**src/rtl/tt_sweep_pkg.sv**
```systemverilog
// Shared constants for the exhaustive sweep sequencer: state encoding,
// default MISR polynomial and the deepest supported response latency.
package tt_sweep_pkg;

  typedef logic [1:0] state_t;

  localparam state_t ST_IDLE  = 2'd0;
  localparam state_t ST_SWEEP = 2'd1;
  localparam state_t ST_DRAIN = 2'd2;
  localparam state_t ST_DONE  = 2'd3;

  localparam logic [15:0] POLY_DEFAULT = 16'h1021;
  localparam int          LAT_MAX      = 4;

endpackage

```
**src/rtl/tt_sweep_ctrl_misr_accum.sv**
```systemverilog
// Response accumulator: onset counter plus MISR signature, cleared at sweep
// start and advanced once per sampled function response.
module misr_accum
  import tt_sweep_pkg::*;
#(
  parameter int                 N_IN  = 14,
  parameter int                 SIG_W = 16,
  parameter logic [SIG_W-1:0]   POLY  = SIG_W'(POLY_DEFAULT)
) (
  input  logic             clk,
  input  logic             rst,
  input  logic             clr_i,
  input  logic             smp_i,
  input  logic             f_i,
  output logic [N_IN:0]    onset_o,
  output logic [SIG_W-1:0] sig_o
);

  logic [N_IN:0]    onset_q, onset_d;
  logic [SIG_W-1:0] sig_q, sig_d;

  always_comb begin
    onset_d = onset_q;
    sig_d   = sig_q;
    if (clr_i) begin
      onset_d = '0;
      sig_d   = '0;
    end else if (smp_i) begin
      // N_IN+1 bits holds 2^N_IN, so the count cannot wrap within one sweep
      onset_d = onset_q + (N_IN+1)'(f_i);
      sig_d   = {sig_q[SIG_W-2:0], 1'b0} ^ (sig_q[SIG_W-1] ? POLY : '0) ^ SIG_W'(f_i);
    end
  end

  always_ff @(posedge clk or posedge rst) begin
    if (rst) begin
      onset_q <= '0;
      sig_q   <= '0;
    end else begin
      onset_q <= onset_d;
      sig_q   <= sig_d;
    end
  end

  assign onset_o = onset_q;
  assign sig_o   = sig_q;

endmodule

```
**src/rtl/tt_sweep_ctrl.sv**
```systemverilog
// Exhaustive input sweep of a single-output function with onset/MISR capture.
// Optional dual-instance autosymmetry check under TT_SWEEP_AUTOSYM_EN.
module tt_sweep_ctrl
  import tt_sweep_pkg::*;
#(
  parameter int               N_IN  = 14,
  parameter int               LAT   = 0,
  parameter int               SIG_W = 16,
  parameter logic [SIG_W-1:0] POLY  = SIG_W'(POLY_DEFAULT)
) (
  input  logic             clk,
  input  logic             rst,
  input  logic             start_i,
  input  logic             en_i,
  output logic [N_IN-1:0]  vec_o,
  input  logic             f_i,
  output logic             busy_o,
  output logic             done_o,
  output logic [N_IN:0]    onset_o,
  output logic [SIG_W-1:0] sig_o
`ifdef TT_SWEEP_AUTOSYM_EN
  ,
  input  logic [N_IN-1:0]  mask_i,
  output logic [N_IN-1:0]  vecb_o,
  input  logic             fb_i,
  output logic             sym_o
`endif
);

  state_t          state_q, state_d;
  logic [N_IN-1:0] vec_q, vec_d;
  logic            go;
  logic            issue;
  logic            smp;
  logic            pipe_empty_d;

  assign go    = start_i && ((state_q == ST_IDLE) || (state_q == ST_DONE));
  assign issue = (state_q == ST_SWEEP) && en_i;

  generate
    if (LAT == 0) begin : g_nolat
      assign smp          = issue;
      assign pipe_empty_d = 1'b1;
    end else begin : g_lat
      logic [LAT-1:0] vld_q, vld_d;

      assign vld_d = LAT'({vld_q, issue});

      always_ff @(posedge clk or posedge rst) begin
        if (rst) vld_q <= '0;
        else     vld_q <= vld_d;
      end

      assign smp          = vld_q[LAT-1];
      assign pipe_empty_d = ~|vld_d;
    end
  endgenerate

  always_comb begin
    state_d = state_q;
    vec_d   = vec_q;
    case (state_q)
      ST_SWEEP: begin
        // all-ones is the final vector: it issues but vec_o stays parked on it
        if (issue) begin
          if (&vec_q) state_d = (LAT == 0) ? ST_DONE : ST_DRAIN;
          else        vec_d   = vec_q + N_IN'(1);
        end
      end
      ST_DRAIN: if (pipe_empty_d) state_d = ST_DONE;
      default: ;
    endcase
    if (go) begin
      state_d = ST_SWEEP;
      vec_d   = '0;
    end
  end

  always_ff @(posedge clk or posedge rst) begin
    if (rst) begin
      state_q <= ST_IDLE;
      vec_q   <= '0;
    end else begin
      state_q <= state_d;
      vec_q   <= vec_d;
    end
  end

  misr_accum #(
    .N_IN  (N_IN),
    .SIG_W (SIG_W),
    .POLY  (POLY)
  ) u_misr (
    .clk     (clk),
    .rst     (rst),
    .clr_i   (go),
    .smp_i   (smp),
    .f_i     (f_i),
    .onset_o (onset_o),
    .sig_o   (sig_o)
  );

  assign vec_o  = vec_q;
  assign busy_o = (state_q == ST_SWEEP) || (state_q == ST_DRAIN);
  assign done_o = (state_q == ST_DONE);

`ifdef TT_SWEEP_AUTOSYM_EN
  logic [N_IN-1:0] mask_q, mask_d;
  logic            sym_q, sym_d;

  always_comb begin
    mask_d = mask_q;
    sym_d  = sym_q;
    if (go) begin
      mask_d = mask_i;
      sym_d  = 1'b1;
    end else if (smp && (f_i != fb_i)) begin
      sym_d  = 1'b0;
    end
  end

  always_ff @(posedge clk or posedge rst) begin
    if (rst) begin
      mask_q <= '0;
      sym_q  <= 1'b0;
    end else begin
      mask_q <= mask_d;
      sym_q  <= sym_d;
    end
  end

  assign vecb_o = vec_q ^ mask_q;
  assign sym_o  = sym_q;
`endif

endmodule

```
**config.mk**
```make
export PLATFORM = sky130hd
export DESIGN_NAME = tt_sweep_ctrl
export DESIGN_NICKNAME = d
export VERILOG_FILES = /design/src/rtl/tt_sweep_pkg.sv /design/src/rtl/tt_sweep_ctrl_misr_accum.sv /design/src/rtl/tt_sweep_ctrl.sv
export SDC_FILE = /design/constraint.sdc
export NUM_CORES = 1
export LEC_CHECK = 0
export CAP_MARGIN = 20
export CORE_MARGIN = 1.5
export CORE_UTILIZATION = 50
export CTS_CLUSTER_SIZE = 30
export DETAILED_ROUTE_END_ITERATION = 16
export HOLD_SLACK_MARGIN = 0.12
export PLACE_DENSITY = 0.89
export RECOVER_POWER = 25
export SYNTH_ARGS = -nofsm -noshare
export SYNTH_HDL_FRONTEND = slang
export SYNTH_HIERARCHICAL = 1
export SYNTH_SLANG_ARGS = --single-unit
```
**constraint.sdc**
```tcl
create_clock -name clk -period 6.8 [get_ports clk]
set_input_delay 2.04 -clock clk [delete_from_list [all_inputs] [get_ports clk]]
set_output_delay 2.04 -clock clk [all_outputs]
set_load 0.03 [all_outputs]
```
[After elaboration in Yosys (flattened, before gate mapping)]
Index checks and enable logic that the tools add are counted.
Word-level totals
  register bits after elaboration: 47
  input port bits: 5
  output and inout bits: 47
  logic and storage cells: 38
Operators by class
  $add $sub $neg: 2
  equal/unequal tests: 6
  mux-type cells: 13
  bitwise operators: 2
  reduce and logical (&&, ||, !) cells: 11
Operators by type and width (count)
  $mux 14: 4
  $mux 16: 2
  $mux 15: 2
  $xor 16x1->16: 1
  $xor 16x16->16: 1
  $add 15x1->15: 1
  $add 14x1->14 const B: 1
  $reduce_and 14->1: 1
  $mux 13: 1
  $mux 2: 3
  $ne 3x3->1 const B: 2
  $reduce_and 3->1: 2
  $eq 2x2->1 const B: 2
  $pmux 2 s2: 1
  $reduce_bool 2->1: 2
  $reduce_bool 3->1: 1
  $eq 2x1->1 const B: 1
  $logic_and 1x1->1: 2
  $logic_not 2->1: 1
  $logic_or 1x1->1: 2
  $ne 2x2->1 const B: 1

[Logic depth before layout (Yosys ltp)]
Gate-level depths: netlist of run 1.
  word-level depth: 5
  depth in mapped cells: 10
  gate-level depth less buffers: 8

[Hierarchy]
The synthesis of run 1 kept the hierarchy.
Modules (own cells, without submodules)
  misr_accum: times used 1, cells each 134, area each 1455.1 um^2, seq. area each 775.7 um^2
  tt_sweep_ctrl: times used 1, cells each 103, area each 935.9 um^2, seq. area each 400.4 um^2

[Worst setup path before layout of run 1]
No wires, ideal clock.
  path type: input -> register
  start point: input port start_i
  end point: register u_misr.onset_q[11], in the netlist u_misr/onset_o[11]
  library setup time: 0.132 ns
  arrival time: 3.374 ns
  data required time: 6.668 ns
  setup slack: 3.294 ns
  cell stages on the path: 8
  buffers on the path: 2
  path through: nand2_1 > inv_1 > clkbuf_1 > o21ai_2 > buf_6 > nor4_2 > xnor2_1 > nor2_1
On the way
  word-level cells in the longest chain between the ends: 2
  elaborated cells between the ends (all ways): 3
  those cells by class: mux (1); reduce/logical (2)
RTL lines
  from (decl): RTL line tt_sweep_ctrl.sv:13  | input logic start_i,
  $logic_and 1x1->1 *: RTL line tt_sweep_ctrl.sv:37  | assign go = start_i && ((state_q == ST_IDLE) || (state_q == ST_DONE));
  named net go: RTL line tt_sweep_ctrl.sv:32  | logic go;
  $mux 15 or $reduce_bool 2->1 (tied branches)
  to (signal assigned): RTL line tt_sweep_ctrl_misr_accum.sv:40  | onset_q <= onset_d;
  to (decl): RTL line tt_sweep_ctrl_misr_accum.sv:19  | logic [N_IN:0] onset_q, onset_d;
The timed path passes the listed nets; every way through them passes the cells marked *.
A chain may end at the register's enable or synchronous reset.

[Worst setup path after layout of run 1]
  start point: input port en_i
  end point: register u_misr.onset_q[13], in the netlist u_misr/onset_o[13]
On the way
  word-level cells in the longest chain between the ends: 2
RTL lines
  from (decl): RTL line tt_sweep_ctrl.sv:14  | input logic en_i,
  $logic_and 1x1->1: RTL line tt_sweep_ctrl.sv:38  | assign issue = (state_q == ST_SWEEP) && en_i;
  named net issue: RTL line tt_sweep_ctrl.sv:33  | logic issue;
  $reduce_bool 2->1 (no source line)
The timed path passes the listed nets, and every way through them passes these cells.

==> results of run 1 <==
==> per-stage QoR <==
| step | power (mW) | setup slack, ps | cell area (sq um) |
|---|---|---|---|
| after global placement | 0.841 | 2210 | 2930 |
| after floorplan | 0.671 | 3290 | 2390 |
| after detailed placement | 0.853 | 2090 | 2930 |
| after global routing | 1.11 | 2220 | 3050 |
| after CTS | 1.07 | 2400 | 3050 |
| final | 1.06 | 2390 | 3050 |
==> layout make-up <==
| type | instances | area [sq um] | area share |
|---|---|---|---|
| clock inverters | 3 | 47.5 | 0.0156 |
| inverters | 12 | 45.0 | 0.0148 |
| multi-input cells | 168 | 1120 | 0.366 |
| repair buffers | 54 | 529 | 0.174 |
| flip-flops and latches | 47 | 1180 | 0.386 |
| clock buffers | 5 | 68.8 | 0.0226 |
| well taps | 52 | 65.1 | 0.0213 |
==> worst reg2reg max path: cells and delay by family (launching register included) <==
| family | cells | cell delay (ps) |
|---|---|---|
| flops | 1 | 420 |
| buf+inv | 2 | 950 |
| compound gates | 1 | 340 |
| fa+ha+maj | 1 | 180 |
| simple gates | 3 | 700 |
| xor+xnor | 1 | 150 |
==> per-layer routing <==
layer	track usage	vias up	wire length, um	part of all wire
met5	0	-	0	0
met4	0.0524	0	34	0.0067
met3	0.0389	4	184	0.036
met2	0.326	52	2520	0.50
met1	0.279	957	2300	0.46
li1	-	947	-	-
==> flip-flops by register name (all words and copies together), names as in the netlist <==
register,count
u_misr/sig_o,16
u_misr/onset_o,15
state_q,2
vec_o,14
==> worst paths after layout <==
kind / from / end
setup / recovery: en_i / u_misr/onset_o[13]
hold / removal: vec_o[12] / vec_o[12]
max in group asynchronous: rst / u_misr/sig_o[9]
setup reg to reg: state_q[1] / u_misr/onset_o[13]
min in group asynchronous: rst / vec_o[9]
hold reg to reg: vec_o[12] / vec_o[12]
==> cell families (layout without fill, tap and decap cells) <==
kind of cell    after synthesis  count (layout)  synth area share
mux                          15              15            0.0628
flops                        47              47             0.492
buf+inv                      22              74            0.0408
xor+xnor                     14              14            0.0513
fa+ha+maj                     6               6            0.0314
compound gates               37              37             0.102
simple gates                 96              96             0.220
==> cells in the final DEF, fill, tap and decap left out, types with 2 or more instances in the layout <==
cell | synthesis | final
ha_1 | 6 | 6
and2_1 | 2 | 2
nand4_2 | 2 | 2
or4_1 | 4 | 4
xnor2_1 | 11 | 11
a211oi_1 | 5 | 5
a21oi_1 | 11 | 11
o31ai_1 | 3 | 3
o211ai_1 | 2 | 2
or3_1 | 8 | 8
o21ai_0 | 5 | 5
nor4_2 | 5 | 5
xor2_1 | 3 | 3
mux2i_1 | 15 | 15
inv_1 | 12 | 12
nor2_1 | 33 | 33
clkbuf_8 | 0 | 5
nand2_1 | 14 | 14
nor4_1 | 2 | 2
nor3_1 | 8 | 8
nand3_1 | 7 | 7
nand4_1 | 6 | 6
o21a_1 | 2 | 2
and4_1 | 2 | 2
dfrtp_1 | 47 | 47
clkdlybuf4s50_1 | 0 | 50
==> report_power, final <==
group          total [mW]  internal, mW  switching, mW
logic               0.420         0.179          0.240
clock network       0.210         0.112         0.0989
registers           0.429         0.348         0.0806
total                1.06         0.639          0.420
==> results.md, run 1 <==
- Cells after Synth: around 240
- Max_slew headroom: -0.0782
- Hold Vio Cnt, Final: 0
- Max Cap Violations: 1
- Largest area contributor in the netlist: dfrtp_1
- Ys Warns: 6
- Avg WL per Cell: approximately 15 um
- Min cycle time layout: ~4400 ps
- Peak Freq: about 0.23 GHz
- Leakage power total: ~1.3 nW
- Endpoints failing setup: 0
- Clock Latency Late Sink: 300 ps
- Dpl cells: approximately 330
- Post-synth EDFFs: 0
- Drt total wl: roughly 5.0 mm
- Drt first pass iters: 4
- Family with the most delay on the worst path: buffers and inverters
- # DRC: 0
- Final hold slack: 542 ps
- Die width: 72.2 um
- Filler Cells Inserted: 345
- Worst Path Buf+Inv: 2
- RSZ-0062 raised after global routing: false
- Top FF cell, synth: dfrtp_1
- Min-Delay Path Depth: 1
- Maximum VDD drop: 0.000285 V
- Hold Buf Count CTS: 0
- Port Buffers: around 50
- Post-CTS setup buffer count: 0
- Register area share after synthesis: 0.492
- Clock tree root driver cell: clkbuf_8
- Clk slew on worst S/H paths: around 90 ps
- Area grow syn2layout: 27.5%
- Via-to-Cell Ratio: around 5.7
- Gp weighted congestion: ~0.89
- Clock Sinks: 47
- Synth async-reset ratio: 1.00
- Number of global-route vias before repair: 1,813
- Most frequent cells after synthesis: dfrtp_1, nor2_1, mux2i_1
- I/O pin cnt: 52
- Slew @ Worst Pin: approximately 1600 ps
- CTS resizes: 0
- Largest net degree at the start of global routing: 32
- Die footprint: 5210 sq um
- Critical Path RT: about 7000 ps
- CP endpoint kind: flip-flop
- DR vias: approximately 2,000
- Tcrit/Tclk final: 0.649
- Count leader, synth: dfrtp_1
- Crit path kind: input port to flip-flop
- Die Y-Extent: approximately 72 um
- Final nets: 299
- Failing checks: max-capacitance violations, max-slew violations
- CTS buffer count: 5
- HPWL after detailed placement: approximately 3.5 mm
- Post-synth top area share: 0.492
- Post-synthesis average cell area: ~10 sq um
- Post-Syn Area: ~2400 sq um
- ANT cells: 0
- Site Rows: 24
- Slowest cell delay on critical path: ~880 ps
- Final ANT Viol Nets: 0
- Initial core utilization: 0.534
- Post-route insts no fill: ~340
- Setup TNS: 0 ps
- Flops & latches, synth: 47
- Layout cells sized above 1: 0.0692
- Status: complete, but fails checks
- Initial antenna violation count: 0
- Clock Skew: a little over 9 ps
- Grt ovf: 0
- Min-Delay Path Class: flip-flop to flip-flop
- GRT Total Usage: 0.201
- Synth unique cells: 40
- Global-route wire length before repair: approximately 8.4 mm
- Largest fanout on the critical path: 28
- Setup crit start kind: input port
- Syn nets: 248
- Fin. max-slew vios: 32
- Synth area leaders: dfrtp_1, mux2i_1, nor2_1, xnor2_1, ha_1
- CP arrival: ~4600 ps
- Reg2reg setup slack: slightly below 4000 ps
- Power Density: 347 nW/um^2
- Clock Tree Buf Depth: 2
- Core ar.: approximately 4500 sq um
- Iter 0 DRT Violations: 123
- CTS tree: built
- R2R depth: 8
- CP max-delay cell: inv_1
- Critical path depth in cells: 7
- H-tree Lvls: 2
- Final Core Density: 0.681
- Critical-path cell list: clkdlybuf4s50_1 -> nand2_1 -> inv_1 -> o21ai_2 -> nor4_2 -> xnor2_1 -> nor2_1
No activity file was read; power rests on OpenSTA's default activity.
==> run 2, diff against run 1 <==
- CORE_UTILIZATION: 50 -> 46
- PLACE_DENSITY: 0.89 -> 0.86
- clock period: 6.8 -> 3.9 ns (I/O delays scaled with it)
==> results.md, run 2 (same netlist as run 1, synthesis figures left out) <==
- Pwr Total: 1.78 mW (was 1.06 mW)
- Die width: 75.1 um (was 72.2 um)
- Maximum VDD drop: 0.000507 V (was 0.000285 V)
- Grt ovf: 0 (unchanged)
- Clock Skew: 10.7 ps (was 9.14 ps)
- Initial core utilization: 0.474 (was 0.534)
- Iter 0 DRT Violations: 152 (was 123)
- Min-Delay Path Depth: 1 (unchanged)
- DR vias: 1,953 (was 1,960)
- Drt first pass iters: 4 (unchanged)
- Commonest non-fill, non-tap cell in the layout: clkdlybuf4s50_1 (unchanged)
- CP arrival: 1790 ps (was 4600 ps)
- Reg2reg setup slack: 1620 ps (was 3920 ps)
- Status: complete, but fails checks (unchanged)
- I/O pin cnt: 52 (unchanged)
- CTS tree: built (unchanged)
- Leakage power total: 1.28 nW (about the same)
- Clock Tree Buf Depth: 2 (unchanged)
- ANT cells: 0 (unchanged)
- HPWL after detailed placement: 3.60 mm (was 3.46 mm)
- Tcrit/Tclk final: 0.758
- # DRC: 0 (unchanged)
- Hold Vio Cnt, Final: 0 (unchanged)
- Endpoints failing setup: 0 (unchanged)
- Final Core Density: 0.609 (was 0.681)
- Core ar.: 5040 sq um (was 4470 sq um)
- Power Density: 580 nW/um^2 (was 347 nW/um^2)
- R2R depth: 5 (was 8)
- Post-CTS setup buffer count: 0 (unchanged)
- H-tree Lvls: 2 (unchanged)
- Site Rows: 26 (was 24)
- Gp weighted congestion: 0.809 (was 0.894)
- Final hold slack: 546 ps (was 542 ps)
- Final nets: 301 (was 299)
- Commonest non-fill, non-tap cells in the layout: clkdlybuf4s50_1, dfrtp_1, nor2_1 (unchanged)
- Drt total wl: 5.10 mm (was 5.04 mm)
- Clk slew on worst S/H paths: 80 ps (was 90 ps)
- Startpoint of the worst hold path: vec_o[12] (unchanged)
- Largest fanout on the critical path: 4 (was 28)
- Fin. max-slew vios: 32 (unchanged)
- Via-to-Cell Ratio: 5.41 (was 5.75)
- Hold Buf Count CTS: 0 (unchanged)
- Setup crit start kind: flip-flop (was input port)
- Met2 WL post-DR: 2.44 mm (was 2.52 mm)
- Global-route wire length before repair: 8.12 mm (was 8.37 mm)
- M1 WL: 2.32 mm (was 2.30 mm)
- Clock tree root driver cell: clkbuf_8 (unchanged)
- Min cycle time layout: slightly below 3000 ps
- Top routing layer used: met4 (unchanged)
- Area grow syn2layout: 28.4% (was 27.5%)
- Final ANT Viol Nets: 0 (unchanged)
- Clock Latency Late Sink: 300 ps (about the same)
- RSZ-0062 raised after global routing: false (unchanged)
- Clock Sinks: 47 (unchanged)
- Layout cells sized above 1: 0.0756 (was 0.0692)
- Die footprint: 5640 sq um (was 5210 sq um)
- Critical Path RT: 2730 ps (was 6990 ps)
- Slew @ Worst Pin: 1620 ps (about the same)
- Initial antenna violation count: 0 (unchanged)
- Peak Freq: between 0.3 and 0.4 GHz
- Avg WL per Cell: 14.1 um (was 14.8 um)
- Port Buffers: 51 (unchanged)
- Largest net degree at the start of global routing: 32 (unchanged)
- Number of global-route vias before repair: 1,716 (was 1,813)
- Max Cap Violations: 1 (unchanged)
- Min-Delay Path Class: flip-flop to flip-flop (unchanged)
- Crit path kind: flip-flop to primary output (was input port to flip-flop)
- Die Y-Extent: 75.1 um (was 72.2 um)
- CTS buffer count: 5 (unchanged)
- Filler Cells Inserted: 435 (was 345)
- Max_slew headroom: -0.0776 (was -0.0782)
- CP endpoint kind: primary output (was flip-flop)
- GRT Total Usage: 0.191 (was 0.201)
- Largest register FFs: 16 (unchanged)
- Reg2reg end: vec_o[7] (was u_misr/onset_o[13])
- Setup TNS: 0 ps (unchanged)
- Flip-flop and latch area: 1180 sq um (unchanged)
- Met3 wire len: 233 um (was 184 um)
- Multi-input logic area: 1120 sq um (unchanged)
- Failing checks: max-capacitance violations, max-slew violations (unchanged)
- Hold Path Sink: vec_o[12] (unchanged)
- CTS resizes: 0 (unchanged)
- R2r startpoint: vec_o[0] (was state_q[1])
run 2: cell types whose count changed in the layout (fill, tap and decap cells not counted), sizes merged:
cell / before / now
buf: 1 / 4
bufinv: 1 / 0
clkinvlp: 0 / 1
inv: 13 / 12
run 2: critical path, stage by stage (launching register included):
cell	delay [ps]
dfrtp_1	410
inv_1	70
ha_1	300
inv_1	60
clkdlybuf4s50_1	660
run 2: final cells by class:
| type | count | share of cell area |
|---|---|---|
| sequential | 47 | 0.383 |
| timing repair buffer | 56 | 0.177 |
| clock inverter | 2 | 0.00530 |
| multi-input combinational | 168 | 0.364 |
| tap | 70 | 0.0285 |
| inverter | 12 | 0.0147 |
| clock buffer | 6 | 0.0269 |
run 2: metrics by stage:
stage / worst slack (ps) / area [sq um] / cells
after CTS: 937 / 3070 / 361
after floorplan: 1260 / 2390 / 237
after global placement: 926 / 2970 / 353
after detailed placement: 843 / 2970 / 353
after global routing: 663 / 3070 / 361
final: 943 / 3070 / 361
run 2: worst max-delay path by stage:
stage                     cells past startpoint  startpoint                  to  slack (ps)
after global routing                          3         rst    u_misr/sig_o[11]         660
after global placement                        7        en_i  u_misr/onset_o[14]         930
after CTS                                     4  state_q[0]              busy_o         940
final                                         4  state_q[0]              busy_o         940
after detailed placement                      7        en_i   u_misr/onset_o[8]         840
after floorplan                               8     start_i  u_misr/onset_o[11]        1260
run 2: where the power goes:
group	total (mW)	internal, mW	leakage, nW	switching [mW]
Combinational	0.723	0.314	0.614	0.409
Sequential	0.745	0.607	0.617	0.138
Clock	0.311	0.145	0.0474	0.167
run 2: per-layer routing:
metal  vias to the layer above  GRT usage
li1                        952          -
met3                        13     0.0295
met2                        56      0.299
met1                       932      0.259
met5                         -          0
met4                         0     0.0929
